### config.mk
export PLATFORM = sky130hd
export DESIGN_NAME = riscv_rf_ctrl
export DESIGN_NICKNAME = d
export VERILOG_FILES = /design/src/rtl/riscv_rf_pkg.sv /design/src/rtl/riscv_rf_ctrl.sv
export SDC_FILE = /design/constraint.sdc
export NUM_CORES = 1
export LEC_CHECK = 0
export ABC_AREA = 1
export BUFFER_PORTS_ARGS = -buffer_cell sky130_fd_sc_hd__clkbuf_2
export CORE_AREA = 2 2 137 139
export DETAILED_ROUTE_END_ITERATION = 6
export DIE_AREA = 0 0 139 141
export PLACE_DENSITY = 0.6
export SYNTH_ARGS = -nofsm -noshare
export SYNTH_HDL_FRONTEND = slang
export SYNTH_SLANG_ARGS = --single-unit
### constraint.sdc
create_clock -name clk -period 3.9 [get_ports clk]
set_clock_uncertainty 0.15 [all_clocks]
set_input_delay 0.39 -clock clk [delete_from_list [all_inputs] [get_ports clk]]
set_output_delay 0.39 -clock clk [all_outputs]
set_load 0.02 [all_outputs]
### src/rtl/riscv_rf_pkg.sv
// riscv_rf_pkg: shared types and constants for the register-file access controller.
`default_nettype none

package riscv_rf_pkg;

  typedef enum logic [1:0] {
    ST_CLEAR  = 2'd0,
    ST_IDLE   = 2'd1,
    ST_DU_RD  = 2'd2,
    ST_DU_ACK = 2'd3
  } rf_state_e;

  // Number of registers swept by the clear sequence (x0 is hardwired and skipped).
  function automatic int unsigned rf_clear_len(input int unsigned ar_bits);
    return (32'd1 << ar_bits) - 32'd1;
  endfunction

endpackage

`default_nettype wire

### src/rtl/riscv_rf_ctrl.sv
// riscv_rf_ctrl: arbitrates pipeline writeback and debug-unit access to the register file.
// Optional RF_CLEAR_EN macro adds a post-reset sweep that zeroes x1..xN.
`default_nettype none

module riscv_rf_ctrl
  import riscv_rf_pkg::*;
#(
  parameter int XLEN    = 64,
  parameter int AR_BITS = 5
) (
  input  logic               clk,
  input  logic               rst,
  input  logic               wb_we,
  input  logic [AR_BITS-1:0] wb_dst,
  input  logic [XLEN-1:0]    wb_dstv,
  input  logic               du_stall,
  input  logic               du_req,
  input  logic               du_we,
  input  logic [AR_BITS-1:0] du_addr,
  input  logic [XLEN-1:0]    du_wdata,
  output logic               du_ack,
  output logic [XLEN-1:0]    du_rdata,
  output logic               rf_we,
  output logic [AR_BITS-1:0] rf_dst,
  output logic [XLEN-1:0]    rf_dstv,
  output logic [AR_BITS-1:0] rf_src,
  input  logic [XLEN-1:0]    rf_srcv,
  output logic               busy
);

`ifdef RF_CLEAR_EN
  localparam rf_state_e          RST_STATE = ST_CLEAR;
  localparam logic [AR_BITS-1:0] CLR_LAST  = AR_BITS'(rf_clear_len(AR_BITS));
  logic [AR_BITS-1:0] clr_cnt_q;
  logic [AR_BITS-1:0] clr_cnt_d;
  assign clr_cnt_d = clr_cnt_q + 1'b1;
`else
  localparam rf_state_e RST_STATE = ST_IDLE;
`endif

  rf_state_e         state_q;
  logic              du_ack_q;
  logic [XLEN-1:0]   du_rdata_q;
  logic              dbg_grant;

  // Writeback always wins in IDLE; the debug request simply waits for a free cycle.
  assign dbg_grant = (state_q == ST_IDLE) && !wb_we && du_req && du_stall;

  always_ff @(posedge clk or posedge rst) begin
    if (rst) begin
      state_q    <= RST_STATE;
      du_ack_q   <= 1'b0;
      du_rdata_q <= '0;
`ifdef RF_CLEAR_EN
      clr_cnt_q  <= AR_BITS'(1);
`endif
    end else begin
      du_ack_q <= 1'b0;
      case (state_q)
`ifdef RF_CLEAR_EN
        ST_CLEAR: begin
          clr_cnt_q <= clr_cnt_d;
          if (clr_cnt_q == CLR_LAST) state_q <= ST_IDLE;
        end
`endif
        ST_IDLE: begin
          if (dbg_grant) begin
            state_q  <= du_we ? ST_DU_ACK : ST_DU_RD;
            du_ack_q <= du_we;
          end
        end
        ST_DU_RD: begin
          du_rdata_q <= rf_srcv;
          du_ack_q   <= 1'b1;
          state_q    <= ST_DU_ACK;
        end
        ST_DU_ACK: state_q <= ST_IDLE;
        default:   state_q <= ST_IDLE;
      endcase
    end
  end

  always_comb begin
    rf_we   = 1'b0;
    rf_dst  = wb_dst;
    rf_dstv = wb_dstv;
    rf_src  = du_addr;
    case (state_q)
`ifdef RF_CLEAR_EN
      ST_CLEAR: begin
        rf_we   = 1'b1;
        rf_dst  = clr_cnt_q;
        rf_dstv = '0;
        rf_src  = '0;
      end
`endif
      ST_IDLE: begin
        if (wb_we) begin
          rf_we = (wb_dst != '0);
        end else if (dbg_grant && du_we) begin
          rf_we   = (du_addr != '0);
          rf_dst  = du_addr;
          rf_dstv = du_wdata;
        end
      end
      default: ;
    endcase
  end

  assign du_ack   = du_ack_q;
  assign du_rdata = du_rdata_q;

`ifdef RF_CLEAR_EN
  assign busy = (state_q == ST_CLEAR);
`else
  assign busy = 1'b0;
`endif

endmodule

`default_nettype wire

==> flow_summary_export.csv <==
group,metric,value,unit
place,dpl_cell_area,5510,sq um
global_route,grt-ovfl-total,0,
clocking,ctsHoldBuffers,0,
sta,setup_tns,0,ns
sta,rsz0062_at_grt,"no",
worst_setup_path,endpoint_kind,"primary output",
die,die_y,141,microns
power_and_ir_drop,leakagePower,3.65,nW
sta,hold_slack,0.106,ns
die,die_w,139,microns
run,max_cap_violations,0,
yosys,synth-seq-area-share,0.454,
power_and_ir_drop,pwr_density_cell,659,nW/um^2
sta,fin_crit_sh,0.744,
cells_and_area,multi_input_area,1730,sq um
clocking,clock_path_buffers,2,
cells_and_area,num-nets-final,1071,
global_route,grt_pass1_wl,23.0,mm
route,dr.pass1.iters,4,
yosys,synth_compound_area_frac,0.00880,
yosys,yosys_warnings,0,
global_route,grt_pass1_vias,4367,
clocking,cts.sinks,67,
yosys,synth_mux_area_frac,0,
sta,slew_headroom,0.361,
cells_and_area,final_cell_mix,"clkbuf_2, nand2_1, nand3_1",
yosys,ys_ff_latch,67,
cells_and_area,fin_area,5800,sq um
place,post-place-ws,1.31,ns
yosys,synth_xor_area_frac,0,
place,dp_cells,1084,
clocking,cts_tree,"built",
route,drc,0,
route,wirelength,15.0,mm
worst_setup_path,cp-startpoint,"state_q[0]$_DFFE_PP1P_",
cells_and_area,final_common_cell,"clkbuf_2",
sta,period_minus_slack,2.90,ns
sta,worst_slack,1.00,ns
cells_and_area,fin_util,0.317,
worst_setup_path,critPathRequiredTime,3.36,ns
cells_and_area,ff_latch_area,1680,sq um
sta,report.final.slew_viol_count,0,
worst_setup_path,critPathKind,"reg -> out",
route,routed_via_density,4.16,
global_route,grt_use_total,0.147,
clocking,post_cts_buffers,0,
cells_and_area,drive_gt1_frac,0.435,
die,start_util,0.202,
worst_setup_path,crit_fanout,70,
outcome,outcome,"finished, final reports clean",
cells_and_area,syn_to_final_growth,57.0,%
clocking,cts_root_buffer,"clkbuf_16",
cells_and_area,fin_cells,1101,
die,ioPinCount,349,
sta,tightest_slew,0.958,ns
clocking,cts-resized-gates,0,
clocking,h-tree-depth,3,
yosys,synth_top_family_by_area,"simple AND/OR/NAND/NOR gates",
yosys,synth_simple_gate_area_frac,0.450,
worst_setup_path,start_kind,"register",
route,drt_iter0_markers,122,
worst_setup_path,worstPathArrival,2.36,ns
route,final_antenna_net_count,0,
route,drt-wirelength-per-cell,13.6,microns
die,row_count,50,
sta,setup_violations,0,
die,core,18300,sq um
clocking,numCtsBuffers,9,
yosys,syn_area,3690,sq um
power_and_ir_drop,total_power,3.82,mW
die,fp.dieArea,19600,sq um
clocking,clk_pin_slew,0.06,ns
power_and_ir_drop,peakVddDrop,0.350,mV
yosys,syn_avg_cell_area,6.85,sq um
cells_and_area,fillers,2004,
worst_setup_path,r2r_start,"state_q[0]$_DFFE_PP1P_",
yosys,synth_fp_nets,749,
sta,max_freq,0.345,GHz
place,numPortBuffers,347,
sta,hold_violations,0,
global_route,antenna_found_initial,1,
global_route,grt_max_degree,72,
place,gp_congestion,0.913,
yosys,synth.distinct_cells,19,
clocking,insertion_delay,0.32,ns
yosys,yosys.area_share.adder,0.00677,
place,dp_hpwl,12.0,mm
yosys,postSynthCellCount,539,
route,via_count,4583,
hold_path,hold_class,"in -> async",
==> kinds of logic after synthesis <==
logic type / after synthesis
AND/OR/NAND/NOR: 415
flip-flops: 67
buffers and inverters: 49
AO/OA/AOI/OAI: 5
adder cells (fa/ha/maj): 2
other: 1
==> synth_stat cells (all sizes together) <==
cell,n,area share
a21oi,2,0.0037
buf,32,0.062
clkbuf,10,0.010
conb,1,0.0010
dfrtp,66,0.45
dfstp,1,0.0071
ha,2,0.0068
inv,7,0.0071
nand2,337,0.34
nand3,70,0.095
nand3b,1,0.0020
nor2,7,0.0091
o21ai,3,0.0051
==> state kept, by name, indices dropped and copies added, names as in the netlist <==
register,cells
du_rdata,64
du_ack,1
state_q,2
==> critical path: stages, from the launching register on <==
cell and delay, ns:
dfstp_2 0.54, ha_1 0.18, nand2_1 0.10, nor2_4 0.12, buf_4 0.56, nand3_1 0.20
nand2_1 0.12, clkbuf_2 0.17
==> final timing paths <==
| path | to | slack (ns) | cells past startpoint |
|---|---|---|---|
| worst max-delay path | rf_dstv[7] | 1.0 | 7 |
| worst min-delay path | du_rdata[47]$_DFFE_PP0P_ | 0.11 | 2 |
| worst max register to register | state_q[1]$_DFFE_PP0P_ | 1.80 | 7 |
| worst min register to register | du_rdata[59]$_DFFE_PP0P_ | 0.32 | 2 |
| max in group asynchronous | state_q[0]$_DFFE_PP1P_ | 2.56 | 3 |
| min in group clk | du_rdata[29]$_DFFE_PP0P_ | 0.11 | 3 |
==> where the power goes <==
group          switching (mW)  leakage (nW)  total, mW  internal, mW
logic                    1.24          2.69       1.82         0.584
registers               0.186         0.823       1.23          1.05
clock network           0.300         0.138      0.765         0.466
total                    1.72          3.65       3.82          2.10
==> routing by layer <==
layer | up-vias | wire [microns] | GRT usage
li1 | 2300 | - | -
met1 | 2039 | 6020 | 0.176
met2 | 221 | 7340 | 0.252
met3 | 23 | 1240 | 0.0404
met4 | 0 | 408 | 0.0601
met5 | - | 0 | 0
==> area by class of cell <==
class | count | area share
diodes | 1 | 0.000431
clock buffers | 11 | 0.0436
clock inverters | 5 | 0.00647
inverters | 7 | 0.00453
multi-input cells | 423 | 0.298
flip-flops and latches | 67 | 0.289
well taps | 234 | 0.0505
repair buffers | 353 | 0.307
Note: power is estimated with default switching activity, not from simulation.
